`src/rtl/planificador_pkg.sv`:
```
// planificador_pkg: shared widths and types for the sensor scheduler.
// Temperature samples are 11-bit signed, monitor state is 2 bits wide.
package planificador_pkg;
  localparam int TEMP_W = 11;
  localparam int EST_W  = 2;
  localparam int CNT_W  = 4;

  typedef enum logic [1:0] {
    INACTIVO,
    SOLICITAR,
    ASENTAR,
    CAPTURAR
  } estado_plan_t;

  typedef logic signed [TEMP_W-1:0] temp_t;
endpackage

```
`src/rtl/planificador_sensores_temporizador_espera.sv`:
```
// temporizador_espera: up-counter cleared on demand, flags when it hits limite.
// Shared by the handshake timeout and the monitor settle wait.
import planificador_pkg::*;

module temporizador_espera (
  input  logic             clk,
  input  logic             arst,
  input  logic             limpiar,
  input  logic [CNT_W-1:0] limite,
  output logic             fin
);

  logic [CNT_W-1:0] cuenta;

  always_ff @(posedge clk or posedge arst) begin
    if (arst) begin
      cuenta <= '0;
    end else if (limpiar) begin
      cuenta <= '0;
    end else begin
      cuenta <= cuenta + 1'b1;
    end
  end

  assign fin = (cuenta == limite);

endmodule

```
`src/rtl/planificador_sensores.sv`:
```
// planificador_sensores: round-robin scheduler multiplexing sensors onto one monitor.
// Optional macro CONTADOR_ALERTAS_EN adds saturating per-channel alert counters.
import planificador_pkg::*;

module planificador_sensores #(
  parameter int N_SENSORES = 4,
  parameter int ESPERA     = 4,
  parameter int TIMEOUT    = 15
) (
  input  logic                          clk,
  input  logic                          arst,
  input  logic                          habilitar,
  input  logic [N_SENSORES-1:0]         sens_valid,
  input  logic [TEMP_W*N_SENSORES-1:0]  sens_temp,
  output logic [N_SENSORES-1:0]         sens_ready,
  output temp_t                         mon_temp,
  input  logic                          mon_alerta,
  input  logic [EST_W-1:0]              mon_estado,
  output logic [$clog2(N_SENSORES)-1:0] canal_actual,
  output logic [N_SENSORES-1:0]         alerta_canal,
  output logic [EST_W*N_SENSORES-1:0]   estado_canal,
  output logic [N_SENSORES-1:0]         falla_canal,
  output logic                          alerta_global,
  output logic                          ciclo_completo
`ifdef CONTADOR_ALERTAS_EN
  ,
  output logic [3*N_SENSORES-1:0]       cnt_alertas
`endif
);

  localparam int PTR_W = $clog2(N_SENSORES);
  localparam logic [PTR_W-1:0] ULTIMO  = PTR_W'(N_SENSORES - 1);
  localparam logic [CNT_W-1:0] LIM_ESP = CNT_W'(ESPERA - 1);
  localparam logic [CNT_W-1:0] LIM_TO  = CNT_W'(TIMEOUT - 1);

  estado_plan_t     estado, estado_sig;
  logic [PTR_W-1:0] ptr;
  logic             transferir;
  logic             timeout;
  logic             capturar;
  logic             avanzar;
  logic             limpiar;
  logic             fin;
  logic [CNT_W-1:0] limite;

  assign canal_actual = ptr;
  assign avanzar      = timeout | capturar;
  assign limite       = (estado == ASENTAR) ? LIM_ESP : LIM_TO;

  temporizador_espera u_temporizador (
    .clk     (clk),
    .arst    (arst),
    .limpiar (limpiar),
    .limite  (limite),
    .fin     (fin)
  );

  always_comb begin
    estado_sig = estado;
    transferir = 1'b0;
    timeout    = 1'b0;
    capturar   = 1'b0;
    limpiar    = 1'b1;
    sens_ready = '0;
    unique case (estado)
      INACTIVO: begin
        if (habilitar) estado_sig = SOLICITAR;
      end
      SOLICITAR: begin
        sens_ready[ptr] = 1'b1;
        if (sens_valid[ptr]) begin
          transferir = 1'b1;
          estado_sig = ASENTAR;
        end else if (fin) begin
          timeout    = 1'b1;
          estado_sig = habilitar ? SOLICITAR : INACTIVO;
        end else begin
          limpiar = 1'b0;
        end
      end
      ASENTAR: begin
        if (fin) estado_sig = CAPTURAR;
        else     limpiar    = 1'b0;
      end
      CAPTURAR: begin
        capturar   = 1'b1;
        estado_sig = habilitar ? SOLICITAR : INACTIVO;
      end
      default: estado_sig = INACTIVO;
    endcase
  end

  always_ff @(posedge clk or posedge arst) begin
    if (arst) begin
      estado         <= INACTIVO;
      ptr            <= '0;
      mon_temp       <= '0;
      alerta_canal   <= '0;
      estado_canal   <= '0;
      falla_canal    <= '0;
      alerta_global  <= 1'b0;
      ciclo_completo <= 1'b0;
    end else begin
      estado <= estado_sig;
      if (transferir) begin
        mon_temp <= sens_temp[int'(ptr)*TEMP_W +: TEMP_W];
      end
      if (avanzar) begin
        ptr <= (ptr == ULTIMO) ? '0 : ptr + 1'b1;
      end
      if (timeout) begin
        falla_canal[ptr] <= 1'b1;
      end
      if (capturar) begin
        alerta_canal[ptr]                     <= mon_alerta;
        estado_canal[int'(ptr)*EST_W +: EST_W] <= mon_estado;
        falla_canal[ptr]                      <= 1'b0;
      end
      alerta_global  <= (|alerta_canal) | (|falla_canal);
      ciclo_completo <= avanzar && (ptr == ULTIMO);
    end
  end

`ifdef CONTADOR_ALERTAS_EN
  logic [2:0] cnt_sel;

  assign cnt_sel = cnt_alertas[int'(ptr)*3 +: 3];

  // Saturates at 7; any clean capture restarts the run.
  always_ff @(posedge clk or posedge arst) begin
    if (arst) begin
      cnt_alertas <= '0;
    end else if (capturar) begin
      if (!mon_alerta) begin
        cnt_alertas[int'(ptr)*3 +: 3] <= 3'd0;
      end else if (cnt_sel != 3'd7) begin
        cnt_alertas[int'(ptr)*3 +: 3] <= cnt_sel + 3'd1;
      end
    end
  end
`endif

endmodule
```
`config.mk`:
```
export PLATFORM = sky130hd
export DESIGN_NAME = planificador_sensores
export DESIGN_NICKNAME = d
export VERILOG_FILES = /design/src/rtl/planificador_pkg.sv /design/src/rtl/planificador_sensores_temporizador_espera.sv /design/src/rtl/planificador_sensores.sv
export SDC_FILE = /design/constraint.sdc
export NUM_CORES = 1
export LEC_CHECK = 0
export ABC_AREA = 1
export BUFFER_PORTS_ARGS = -buffer_cell sky130_fd_sc_hd__buf_2
export CAP_MARGIN = 20
export CORE_MARGIN = 5
export CORE_UTILIZATION = 43
export DETAILED_ROUTE_END_ITERATION = 12
export PLACE_DENSITY = 0.87
export SLEW_MARGIN = 10
export SYNTH_ARGS = -nofsm -noshare
export SYNTH_HDL_FRONTEND = slang
export SYNTH_SLANG_ARGS = --single-unit
```
`constraint.sdc`:
```
create_clock -name clk -period 1.5 [get_ports clk]
set_input_delay 0.3 -clock clk [delete_from_list [all_inputs] [get_ports clk]]
set_output_delay 0.3 -clock clk [all_outputs]
set_load 0.05 [all_outputs]
```
# After elaboration in Yosys (flattened, before gate mapping)
# Index checks and enable logic that the tools add are counted.
dict set report op_classes {
  add_sub_neg 3
  n_mux 26
  reduce_logical 6
  shift 3
  mul 1
  bitwise 5
  n_eq_ne 8
  magnitude_cmp 2
}
# op n
set op_table {}
lappend op_table {{$shiftx 44x7->11} 1}
lappend op_table {{$neg 3->33} 1}
lappend op_table {{$shift 2x33->8 const A} 1}
lappend op_table {{$shiftx 2x33->8} 1}
lappend op_table {{$mux 4} 5}
lappend op_table {{$mux 1} 10}
lappend op_table {{$mux 2} 5}
lappend op_table {{$bwmux 8} 1}
lappend op_table {{$pmux 2 s4} 1}
lappend op_table {{$reduce_or 4->1} 2}
lappend op_table {{$eq 2x2->1 const B} 3}
lappend op_table {{$mul 2x4->6 const B} 1}
lappend op_table {{$add 4x1->4 const B} 1}
lappend op_table {{$and 4x4->4} 1}
lappend op_table {{$bwmux 4} 1}
lappend op_table {{$eq 4x4->1} 1}
lappend op_table {{$ne 2x2->1 const B} 2}
lappend op_table {{$not 4->4} 1}
lappend op_table {{$or 4x4->4} 1}
lappend op_table {{$lt 2x3->1 const B} 1}
lappend op_table {{$ne 3x3->1 const B} 1}
lappend op_table {{$reduce_and 3->1} 1}
lappend op_table {{$add 2x1->2 const B} 1}
lappend op_table {{$bmux 1 s2} 1}
lappend op_table {{7 further kinds} 9}
dict set report totals {
  reg_bits 37
  wordCells 63
  in_bits 54
  output_inout_bits 35
}

# Longest topological paths before layout
# Gate-level depths: netlist of run 1.
dict set report logic_depth {
  depth_word 9
  ltp_mapped 11
}

# Cells and area by module
# Synthesis of run 1 repeated with hierarchy kept, for this count alone.
dict set report hier_totals {
  hier_cells 292
  hier_area_um2 2159.6
}
# mod area_each_um2 instances cells_each
set modules_own_cells {}
lappend modules_own_cells {planificador_sensores 1923.1 1 259}
lappend modules_own_cells {temporizador_espera 236.5 1 33}

# Least setup slack after synthesis of run 1
# No wires, ideal clock.
dict set report synth_timing {
  path_kind {register to output}
  startpoint {reg ptr[1] (netlist: canal_actual[1])}
  endpoint {out sens_ready[0]}
  setup_slack_ns -0.476
  t_arrival_ns 1.676
  stages_incl_launch_ff 6
  path_cell_list {dfrtp_1 inv_1 clkbuf_1 ha_1 nand2_1 inv_1}
}
dict set report synth_between {
  elab_chain_cells 5
  word_cells_on_any_way 6
  classes_between {order compare (2); mux (3); reduce/logical (1)}
}
# item line
set synth_rtl {}
lappend synth_rtl {{from (decl)} planificador_sensores.sv:37} ;# logic [PTR_W-1:0] ptr;
lappend synth_rtl {{from (signal assigned)} planificador_sensores.sv:109} ;# ptr <= (ptr == ULTIMO) ? '0 : ptr + 1'b1;
lappend synth_rtl {{$lt 2x3->1 (not written as such) / $ge 2x1->1 (equally long branches)} planificador_sensores.sv:70} ;# sens_ready[ptr] = 1'b1;
lappend synth_rtl {{$logic_and 1x1->1 (not written as such)} planificador_sensores.sv:70}
lappend synth_rtl {{$mux 1 (not written as such)} planificador_sensores.sv:70}
lappend synth_rtl {{$demux 1 s2 (*)} planificador_sensores.sv:70}
lappend synth_rtl {{$mux 4 (*)} planificador_sensores.sv:65} ;# unique case (estado)
lappend synth_rtl {{to (decl)} planificador_sensores.sv:15} ;# output logic [N_SENSORES-1:0] sens_ready,
# Every way passes the cells marked *; elsewhere a longest branch is shown, timed or not.

# Worst setup path after layout of run 1
# Same ends and word-level chain as after synthesis.

==> results.tsv, run 1 <==
stage	metric	value	unit
logic_synthesis	post-synthesis register bit count	37	
grt	wire length of the first global-routing pass	10.6	mm
cts	clock root buffer	clkbuf_8	
pwr	Cell Pwr Density	2310	mW/mm²
timing	Fmax achieved	609	MHz
timing	Final WS setup	-0.142	ns
pwr	Net Sw Power	0.00409	W
worst_setup_path	Crit path required time	1.20	ns
routing	DRT Pass-1 Iters	7	
timing	Final Skew	0.00509	ns
timing	Final min period	1.64	ns
routing	Via-to-Cell Ratio	5.20	
routing	Routed WL	7.18	mm
timing	Slew Limit Fails	0	
cells_and_area	layout cell share with drive strength beyond 1	50.6	%
worst_hold_path	Hold Path Class	in -> async	
grt	initial antenna violation count	0	
placed_design	DP Cell Count	430	
cts	total CTS buffers	5	
pwr	Gate power share	69.2	%
logic_synthesis	fraction of registers with async set/reset	100	%
worst_setup_path	Critical-path top delay cell	dfrtp_4	
logic_synthesis	synthesized area per cell	7.53	µm²
floorplanning	Horiz. Die Dim	79.5	µm
floorplanning	initial core utilization	44.3	%
timing	Final setup violation count	13	
routing	DR vias	2378	
floorplanning	# rows	25	
cts	clock latency on the worst-skew pair	0.30	ns
routing	antenna viol nets, final	0	
cts	clk buf depth	2	
pwr	Internal	0.00364	W
timing	Final period util	109	%
routing	drt drc	0	
routing	wire per inst	15.7	µm
worst_setup_path	Worst path top cell family by delay	flip-flops	
worst_setup_path	critical path type	reg -> out	
flow_run	max-cap violations	0	
floorplanning	I/O Pins	89	
timing	unrepaired setup endpoints after global routing	yes	
grt	largest net degree at the start of global routing	38	
timing	Hold WS	0.0343	ns
pwr	Flop pwr share	22.2	%
logic_synthesis	yosys warns	0	
cells_and_area	Inserted Diodes	0	
cts	H-tree depth	2	
outcome	failing checks	setup timing	
grt	grt ovf	0	
cts	TritonCTS clock tree	done	
logic_synthesis	synthesized area	0.00208	mm²
worst_setup_path	crit-path cells	inv_6, ha_4, nand2_4, clkinvlp_4, buf_8	
floorplanning	Die Y	79.5	µm
cts	clock transition at the registers of the reported paths	0.07	ns
floorplanning	Die Area	0.00632	mm²
logic_synthesis	Post-synth EDFFs	0	
cells_and_area	final core utilization	71.1	%
routing	Initial DRC Count	158	
grt	All-Layer GR Usage	21.2	%
pwr	Sw Share	52.9	%
pwr	highest ir drop seen on vdd	1050	µV
logic_synthesis	register area share after synthesis	44.6	%
worst_setup_path	Arrival @ worst endpoint	1.34	ns
cells_and_area	final instance count without filler cells	457	
placed_design	Routability Congestion	0.807	
grt	vias in the first global route	2254	
cells_and_area	NumNets Final	467	
pwr	static leakage	1.77	nW
logic_synthesis	Cells after Synth	276	
cts	Sink Count	37	
cells_and_area	area growth from synthesis to layout	60.7	%
cts	hold buffer count at CTS	0	
logic_synthesis	syn nets	340	
floorplanning	core area	0.00469	mm²
timing	relative slew slack	82.2	%
placed_design	PortBufs	88	
worst_setup_path	Buf/Inv on CP	3	
worst_setup_path	worst-path fanout max	5	
placed_design	dpl hpwl	4.60	mm
pwr	clock share of power	8.5	%
pwr	Power Total	0.00773	W
outcome	status	finished, violations left	
logic_synthesis	Primary FF master, synth	dfrtp_1	
logic_synthesis	Unique masters post-synth	23	
timing	Worst Tran Pin Value	0.265	ns
worst_setup_path	CP startpoint kind	register	
worst_setup_path	CP endpoint kind	output pin	
timing	final-report hold violation count	0	
worst_setup_path	Worst path max stage delay	0.54	ns
cell usage after synthesis (2+ instances only):
cell type / number / area share (%)
nand3_2: 4 / 1.9
nand3_1: 8 / 1.9
nor4_1: 2 / 0.60
inv_1: 26 / 4.7
o21ai_0: 32 / 7.7
ha_1: 10 / 6.0
nand2_2: 3 / 0.90
clkbuf_1: 3 / 0.54
a21oi_1: 4 / 0.96
buf_2: 5 / 1.2
inv_2: 2 / 0.36
nand2_1: 85 / 15
nor2_1: 36 / 6.5
o22ai_1: 11 / 3.3
dfrtp_1: 37 / 45
power groups by stage:
stage | Combinational (W) | Sequential [W] | Clock, W
3_5_place_dp | 0.00412 | 0.00168 | 0
3_3_place_gp | 0.00401 | 0.00167 | 0
6_report | 0.00535 | 0.00172 | 0.000660
4_1_cts | 0.00453 | 0.00170 | 0.000653
5_1_grt | 0.00571 | 0.00177 | 0.000706
2_1_floorplan | 0.00183 | 0.00285 | 0
path summary, 6_finish.rpt:
| kind | startpoint | to | slack (ns) | cells after the start |
|---|---|---|---|---|
| worst min register to register | mon_temp[6] | mon_temp[6] | 0.48 | 2 |
| worst max-delay path | canal_actual[1] | sens_ready[0] | -0.14 | 5 |
| worst min-delay path | arst | estado_canal[1] | 0.03 | 3 |
| min in group clk | mon_estado[1] | estado_canal[1] | 0.29 | 3 |
| worst max register to register | canal_actual[0] | canal_actual[0] | -0.14 | 11 |
| max in group asynchronous | arst | canal_actual[1] | 1.26 | 3 |
routing by layer:
layer | part of all wire (%) | global-route usage, % | vias to the layer above
met5 | 0 | 0 | -
met2 | 51 | 35.6 | 110
li1 | - | - | 1137
met3 | 5.8 | 5.42 | 26
met4 | 3.0 | 8.93 | 0
met1 | 40 | 25.7 | 1105
metrics by stage:
step | setup WS [ns] | cell area, µm² | TNS, ns
floorplan | -0.0961 | 2150 | -0.248
global placement | -0.0276 | 2760 | -0.0484
detailed placement | -0.0686 | 2760 | -0.230
CTS | -0.121 | 3050 | -0.851
global route | -0.191 | 3340 | -2.61
finish | -0.142 | 3340 | -1.29
area by class of cell:
cell class                      count  area [µm²]
Clock buffer                        6        72.6
Clock inverter                      1        5.00
Fill cell                         332        1350
Inverter                           28         126
Multi-Input combinational cell    201        1270
Sequential cell                    37         931
Tap cell                           54        67.6
Timing Repair Buffer              130         870
logic make-up (layout without fill, tap and decap cells):
kind of cell             after synthesis  in the layout  synth area share, %
XOR/XNOR                               2              2                0.844
flip-flops                            37             37                 44.6
adder cells (fa/ha/maj)               10             10                 6.02
buffers and inverters                 38            165                 7.71
AO/OA/AOI/OAI                         49             49                 12.8
AND/OR/NAND/NOR                      140            140                 28.1
worst reg2reg max path: stages, from the launching register on:
cell	delay, ns
dfrtp_2	0.45
buf_6	0.15
buf_6	0.13
nand2_4	0.06
nand3_4	0.09
nand2_4	0.10
nand2_4	0.07
nor2_4	0.23
inv_2	0.10
nand2_2	0.08
nand2_2	0.04
nand2_1	0.07
cells in the final DEF, fill, tap and decap left out, types with 2 or more instances in the layout:
| master | Yosys | layout |
|---|---|---|
| dfrtp_1 | 37 | 35 |
| buf_4 | 1 | 30 |
| nand3_4 | 0 | 5 |
| buf_2 | 5 | 82 |
| nand2_2 | 3 | 21 |
| clkinvlp_4 | 0 | 3 |
| ha_1 | 10 | 3 |
| o22ai_1 | 11 | 10 |
| nor2_2 | 0 | 3 |
| ha_4 | 0 | 6 |
| o21ai_1 | 0 | 3 |
| inv_4 | 0 | 2 |
| nor4_1 | 2 | 2 |
| nand3_1 | 8 | 5 |
| inv_1 | 26 | 16 |
| clkbuf_8 | 0 | 5 |
| nor2_1 | 36 | 33 |
| buf_8 | 0 | 6 |
| nand2_4 | 0 | 8 |
| nand3_2 | 4 | 2 |
| nand2_1 | 85 | 59 |
| buf_6 | 1 | 11 |
| inv_2 | 2 | 6 |
| a21oi_2 | 1 | 4 |
| o21ai_0 | 32 | 28 |
what timing repair did:
item,4_1_cts,5_1_grt
setup buffers,8,14
gates resized for setup,39,61
endpoints found under the setup margin,14,35
pin swaps,9,17
cloned,0,0
Power figures use the tool's default switching activity.
==> run 2, diff against run 1 <==
--- a/config.mk
+++ b/config.mk
@@ -5,13 +5,14 @@
 export SDC_FILE = /design/constraint.sdc
 export NUM_CORES = 1
 export LEC_CHECK = 0
-export ABC_AREA = 1
+export ABC_AREA = 0
 export BUFFER_PORTS_ARGS = -buffer_cell sky130_fd_sc_hd__buf_2
 export CAP_MARGIN = 20
 export CORE_MARGIN = 5
 export CORE_UTILIZATION = 43
+export CTS_CLUSTER_SIZE = 12
 export DETAILED_ROUTE_END_ITERATION = 12
-export PLACE_DENSITY = 0.87
+export PLACE_DENSITY = 0.88
 export SLEW_MARGIN = 10
 export SYNTH_ARGS = -nofsm -noshare
 export SYNTH_HDL_FRONTEND = slang
==> run 2 against run 1 <==
The flow still finishes with violations (setup timing). Setup slack got worse by 0.20 ns. Worst hold slack better by 0.0078 ns. Via count fell by 17%. Combinational power increased by 9.9%. Critical endpoint is now canal_actual[0]. Highest routed layer unchanged.
==> results.tsv, run 2 <==
stage	metric	value	unit	change
outcome	status	finished, violations left		
outcome	failing checks	setup timing		
pwr	Flop pwr share	20.0	%	-2.2 points
worst_setup_path	Crit path required time	1.67	ns	+0.47 ns
worst_setup_path	Worst path max stage delay	0.46	ns	-0.08 ns
grt	grt ovf	0		unchanged
floorplanning	core area	0.00466	mm²	-0.67%
worst_setup_path	CP startpoint kind	register		
pwr	Internal	0.00463	W	+27%
cts	clock root buffer	clkbuf_8		
pwr	Cell Pwr Density	2460	mW/mm²	+6.5%
logic_synthesis	syn nets	229		-33%
logic_synthesis	post-synthesis register bit count	37		unchanged
timing	relative slew slack	78.1	%	-4.0 points
cells_and_area	layout cell share with drive strength beyond 1	72.3	%	+22 points
timing	Final min period	1.84	ns	+0.199 ns
cells_and_area	Inserted Diodes	0		unchanged
cells_and_area	area growth from synthesis to layout	72.5	%	
logic_synthesis	synthesized area	0.00203	mm²	-2.2%
floorplanning	# rows	25		unchanged
logic_synthesis	Unique masters post-synth	34		+48%
cells_and_area	most common cell after layout, fill and taps aside	buf_2		
cells_and_area	most frequent cells in the layout	buf_2, dfrtp_1, buf_4		
grt	initial antenna violation count	0		unchanged
worst_setup_path	Critical Path Sink	canal_actual[0]		
pwr	highest ir drop seen on vdd	1310	µV	+24%
grt	vias in the first global route	2135		-5.3%
routing	Routed WL	7.22	mm	+0.50%
placed_design	Routability Congestion	0.852		+5.6%
routing	DRT Pass-1 Iters	4		-3
pwr	clock share of power	12.0	%	+3.5 points
logic_synthesis	register area share after synthesis	45.6	%	+1.0 points
timing	final-report hold violation count	0		unchanged
logic_synthesis	Cells after Synth	165		-40%
routing	antenna viol nets, final	0		unchanged
timing	Hold WS	0.0421	ns	+0.00781 ns
grt	All-Layer GR Usage	21.5	%	+0.32 points
routing	wire per inst	20.2	µm	+29%
logic_synthesis	Primary FF master, synth	dfrtp_1		
grt	wire length of the first global-routing pass	10.4	mm	-1.8%
worst_setup_path	Arrival @ worst endpoint	2.01	ns	+0.67 ns
cts	H-tree depth	2		unchanged
cells_and_area	final core utilization	75.2	%	+4.0 points
routing	DR vias	1980		-17%
timing	Slew Limit Fails	0		unchanged
placed_design	placed cell areas	0.00290	mm²	+5.2%
worst_setup_path	FF-to-FF End	canal_actual[0]		
worst_setup_path	flop2flop setup slack	-0.34	ns	-0.20 ns
timing	Final setup violation count	31		+18
flow_run	max-cap violations	0		unchanged
grt	busiest grt layer	met2		
routing	drt drc	0		unchanged
floorplanning	initial core utilization	43.6	%	-0.70 points
placed_design	PortBufs	88		unchanged
cts	clock latency on the worst-skew pair	0.29	ns	about the same
logic_synthesis	Post-synth EDFFs	0		unchanged
pwr	Net Sw Power	0.00400	W	-2.1%
timing	Final WS setup	-0.341	ns	-0.199 ns
timing	Final Skew	0.00595	ns	+0.000853 ns
pwr	Power Total	0.00864	W	+12%
logic_synthesis	yosys warns	0		unchanged
worst_setup_path	Worst Reg2Reg Path Length in Cells	5		-6
cts	clock transition at the registers of the reported paths	0.08	ns	about the same
grt	met2 usage	39.7	%	+4.1 points
pwr	static leakage	1.67	nW	-5.6%
timing	Worst Tran Pin Value	0.328	ns	+0.0631 ns
logic_synthesis	area share of the largest cell type after synthesis	45.6	%	+1.0 points
worst_setup_path	CP endpoint kind	register		
timing	Fmax achieved	543	MHz	-11%
timing	Final period util	123	%	+13 points
grt	GR Util met1	24.4	%	-1.3 points
cts	TritonCTS clock tree	done		
logic_synthesis	synthesized area per cell	12.3	µm²	+64%
cells_and_area	post-route cell area	0.00350	mm²	+4.9%
logic_synthesis	count leader, synth	dfrtp_1		
logic_synthesis	commonest cells in the netlist	dfrtp_1, nand2_1, mux2_2		
pwr	Gate power share	68.1	%	-1.1 points
cells_and_area	NumNets Final	366		-22%
logic_synthesis	fraction of registers with async set/reset	100	%	unchanged
cts	total CTS buffers	5		unchanged
grt	largest net degree at the start of global routing	38		unchanged
logic_synthesis	area leader, netlist	dfrtp_1		
floorplanning	Horiz. Die Dim	78.7	µm	-0.98%
cells_and_area	fill count	274		-17%
worst_hold_path	Hold Path Class	in -> async		
pwr	Sw Share	46.4	%	-6.5 points
worst_setup_path	worst-path fanout max	4		-1
timing	unrepaired setup endpoints after global routing	yes		
worst_setup_path	Critical-path top delay cell	dfrtp_2		
floorplanning	Die Y	78.7	µm	-0.98%
routing	Via-to-Cell Ratio	5.55		+6.6%
cts	clk buf depth	2		unchanged
placed_design	dpl hpwl	4.42	mm	-3.8%
cts	Sink Count	37		unchanged
routing	Initial DRC Count	129		-18%
worst_setup_path	crit-path cells	ha_4, nand4bb_4, a2111oi_4, nor2_2, mux2_4		
worst_setup_path	critical path type	reg -> reg		
grt	met3 usage	4.76	%	-0.66 points
floorplanning	I/O Pins	89		unchanged
floorplanning	Die Area	0.00620	mm²	-2.0%
logic_synthesis	Area contributors post-synth	dfrtp_1, mux4_2, mux2_2		
==> run 2: cell count changes in the layout (fill, tap and decap cells not counted), moves of 10 or more <==
cell     change
nor2_1      -26
mux4_2      +10
o22ai_1     -10
o21ai_0     -27
nand2_1     -47
inv_1       -11
nand2_2     -18
mux2_2      +13
==> run 2: power by group through the flow <==
stage / clock network (W) / logic [W] / registers, W
3_3_place_gp: 0 / 0.00457 / 0.00166
2_1_floorplan: 0 / 0.00208 / 0.00293
5_1_grt: 0.00108 / 0.00619 / 0.00177
4_1_cts: 0.00104 / 0.00547 / 0.00168
6_report: 0.00103 / 0.00588 / 0.00172
3_5_place_dp: 0 / 0.00469 / 0.00167
==> run 2: layer usage <==
| layer | up-vias | part of all wire, % | wire length (µm) |
|---|---|---|---|
| met1 | 967 | 36 | 2580 |
| met3 | 34 | 5.8 | 421 |
| met5 | - | 0 | 0 |
| met4 | 0 | 4.4 | 316 |
| li1 | 876 | - | - |
| met2 | 103 | 54 | 3900 |
==> run 2: metrics by stage <==
stage / instances / setup TNS (ns) / setup slack (ns)
2_1_floorplan: 165 / -11.34 / -0.632
3_3_place_gp: 338 / -4.97 / -0.219
3_5_place_dp: 338 / -6.55 / -0.289
4_1_cts: 357 / -5.33 / -0.275
5_1_grt: 357 / -8.47 / -0.402
6_report: 357 / -6.56 / -0.341
==> run 2: kinds of logic after synthesis <==
family	Yosys count	synth area share (%)
mux	30	23.6
flops	37	45.6
simple gates	46	11.8
compound gates	26	8.93
buf+inv	14	3.02
xor+xnor	2	0.863
fa+ha+maj	10	6.16
==> run 2: worst min-delay path by stage <==
stage / startpoint / to / slack, ns / cells after the start
final: arst / mon_temp[6] / 0.04 / 3
after detailed placement: arst / mon_temp[6] / 0.37 / 3
after global placement: arst / mon_temp[6] / 0.36 / 3
after global routing: arst / mon_temp[6] / 0.08 / 3
after CTS: arst / estado[0] / 0.04 / 3
after floorplan: mon_estado[0] / estado_canal[0] / 0.43 / 1
==> run 2: area by class of cell <==
| class | count | area (µm²) | share of cell area (%) |
|---|---|---|---|
| well taps | 54 | 67.6 | 1.93 |
| multi-input cells | 114 | 1360 | 38.9 |
| flip-flops and latches | 37 | 932 | 26.6 |
| clock inverters | 3 | 65.1 | 1.86 |
| inverters | 9 | 43.8 | 1.25 |
| clock buffers | 5 | 68.8 | 1.96 |
| repair buffers | 135 | 962 | 27.5 |
==> run 2: critical path: cells and delay by family, from the launching register on <==
kind	cells	cell delay (ns)
adders and majority gates	1	0.20
AOI/OAI and AO/OA	1	0.42
DFF	1	0.46
and+or+nand+nor	2	0.33
muxes	1	0.32
==> run 2: repair_timing <==
item | 4_1_cts | 5_1_grt
setup endpoints to repair | 41 | 41
pin swaps | 21 | 15
setup buffers | 11 | 1
gates resized for setup | 63 | 30
hold buffers | 0 | 0
==> run 3, diff against run 2 <==
--- a/config.mk
+++ b/config.mk
@@ -9,10 +9,11 @@
 export BUFFER_PORTS_ARGS = -buffer_cell sky130_fd_sc_hd__buf_2
 export CAP_MARGIN = 20
 export CORE_MARGIN = 5
-export CORE_UTILIZATION = 43
+export CORE_UTILIZATION = 34
 export CTS_CLUSTER_SIZE = 12
 export DETAILED_ROUTE_END_ITERATION = 12
-export PLACE_DENSITY = 0.88
+export GPL_TIMING_DRIVEN = 0
+export PLACE_DENSITY = 0.74
 export SLEW_MARGIN = 10
 export SYNTH_ARGS = -nofsm -noshare
 export SYNTH_HDL_FRONTEND = slang
==> run 3 against run 2 <==
The run still ends with setup timing left. Die area is 23% higher. Via count is 8.7% lower. Sequential share of layout area is 0.98 points higher. Core utilization is 17 points lower. Critical path type is now reg -> out. Largest cell class unchanged. Largest power group unchanged. Highest routed layer unchanged.
==> results.tsv, run 3 (same netlist as run 2, synthesis figures left out) <==
stage	metric	value	unit	change
floorplanning	# rows	28		+12%
timing	Hold WS	0.150	ns	+0.108 ns
placed_design	placed cell areas	0.00269	mm²	-7.4%
routing	drt drc	0		unchanged
floorplanning	Die Y	87.3	µm	+11%
grt	wire length of the first global-routing pass	8.74	mm	-16%
pwr	Cell Pwr Density	2480	mW/mm²	+0.76%
timing	Worst Tran Pin Value	0.776	ns	+0.448 ns
timing	Final period util	126	%	+3.6 points
cts	TritonCTS clock tree	done		
grt	grt ovf	0		unchanged
cells_and_area	most common cell after layout, fill and taps aside	buf_2		
floorplanning	initial core utilization	34.7	%	-8.9 points
outcome	status	finished, violations left		
cts	clock latency on the worst-skew pair	0.29	ns	about the same
timing	Final setup violation count	39		+26%
cts	clock root buffer	clkbuf_8		
timing	Slew Limit Fails	0		unchanged
cells_and_area	most frequent cells in the layout	buf_2, dfrtp_1, buf_4		
placed_design	DP Cell Count	328		-3.0%
grt	largest net degree at the start of global routing	38		unchanged
cts	clk buf depth	2		unchanged
floorplanning	Horiz. Die Dim	87.3	µm	+11%
worst_setup_path	worst-path fanout max	3		-1
cells_and_area	NumNets Final	353		-3.6%
routing	DRT Pass-1 Iters	4		unchanged
floorplanning	I/O Pins	89		unchanged
cts	clock transition at the registers of the reported paths	0.08	ns	about the same
floorplanning	core area	0.00585	mm²	+26%
routing	Routed WL	5.77	mm	-20%
timing	final-report hold violation count	0		unchanged
cts	Sink Count	37		unchanged
worst_setup_path	Crit path required time	1.20	ns	-0.47 ns
pwr	highest ir drop seen on vdd	1300	µV	-0.40%
timing	Final min period	1.90	ns	+0.0546 ns
cts	H-tree depth	2		unchanged
cells_and_area	final instance count without filler cells	365		+2.2%
grt	initial antenna violation count	0		unchanged
timing	unrepaired setup endpoints after global routing	yes		
timing	Fmax achieved	528	MHz	-2.9%
grt	All-Layer GR Usage	14.5	%	-7.0 points
worst_setup_path	Arrival @ worst endpoint	1.60	ns	-0.41 ns
cells_and_area	Inserted Diodes	0		unchanged
outcome	failing checks	setup timing		
worst_setup_path	CP startpoint kind	register		
cells_and_area	fill count	480		+75%
worst_setup_path	critical path type	reg -> out		
worst_setup_path	CP endpoint kind	output pin		
cells_and_area	final core utilization	57.8	%	-17 points
worst_hold_path	Hold Path Class	in -> async		
routing	wire per inst	15.8	µm	-22%
routing	Initial DRC Count	53		-59%
routing	Via-to-Cell Ratio	4.95		-11%
cts	total CTS buffers	5		unchanged
placed_design	dpl hpwl	4.09	mm	-7.5%
cells_and_area	Multi-input gate area	0.00134	mm²	-1.7%
routing	antenna viol nets, final	0		unchanged
routing	DR vias	1808		-8.7%
cells_and_area	Reg area	932	µm²	unchanged
cells_and_area	layout cell share with drive strength beyond 1	70.7	%	-1.6 points
placed_design	PortBufs	88		unchanged
pwr	static leakage	1.60	nW	-4.2%
flow_run	max-cap violations	0		unchanged
timing	Final WS setup	-0.395	ns	-0.0546 ns
timing	Final Skew	0.00725	ns	+0.00130 ns
cells_and_area	area growth from synthesis to layout	66.4	%	
timing	relative slew slack	48.2	%	-30 points
cells_and_area	post-route cell area	0.00338	mm²	-3.5%
floorplanning	Die Area	0.00762	mm²	+23%
grt	vias in the first global route	1929		-9.6%
placed_design	Routability Congestion	0.805		-5.5%
## run 3: cell count changes in the layout (fill, tap and decap cells not counted), sizes merged
cell    before  now
buf        135  121
clkbuf       5    6
## run 3: area by class of cell
class	instances	area share, %
Clock inverter	3	1.93
Sequential cell	37	27.6
Inverter	9	1.44
Tap cell	75	2.78
Timing Repair Buffer	118	22.4
Clock buffer	5	2.04
Buffer	4	2.22
Multi-Input combinational cell	114	39.7
## run 3: critical path: stages (launching register included)
cell and delay [ns]:
dfrtp_2 0.43, buf_12 0.13, buf_4 0.14, buf_12 0.13
inv_8 0.06, ha_4 0.13, and2_4 0.15, buf_8 0.14
## run 3: through the flow
step	setup slack, ns	setup TNS (ns)	total power [W]
after floorplan	-0.632	-11.34	0.00501
final	-0.395	-9.97	0.00839
after CTS	-0.470	-10.37	0.00772
after global routing	-0.443	-12.09	0.00885
after detailed placement	-0.611	-11.64	0.00593
after global placement	-0.620	-17.12	0.00584
## run 3: worst paths after layout
path / start / end / slack, ns / cells past startpoint
setup / recovery: canal_actual[0] / sens_ready[2] / -0.40 / 7
hold / removal: arst / u_temporizador.cuenta[0] / 0.15 / 2
setup reg to reg: canal_actual[0] / estado[0] / -0.39 / 7
hold reg to reg: estado_canal[3] / estado_canal[3] / 0.48 / 2
max in group asynchronous: arst / canal_actual[1] / 0.78 / 2
min in group clk: mon_estado[0] / estado_canal[0] / 0.28 / 2
## run 3: routing by layer
layer	GRT usage, %	vias to the layer above	wire length, µm
met1	16.8	899	2330
li1	-	857	-
met5	0	-	0
met2	27.3	43	3180
met3	3.60	9	211
met4	2.23	0	55
## run 3: what timing repair did
item                                    4_1_cts  5_1_grt
pin swaps                                    14       13
endpoints found under the setup margin       38       40
cloned                                        0        1
gates resized for setup                      46       34
hold buffers                                  0        0
buffers inserted                             16       14
## run 3: report_power, final
part	switching, W	internal, W
clock network	0.000365	0.000661
logic	0.00317	0.00249
registers	0.000288	0.00142
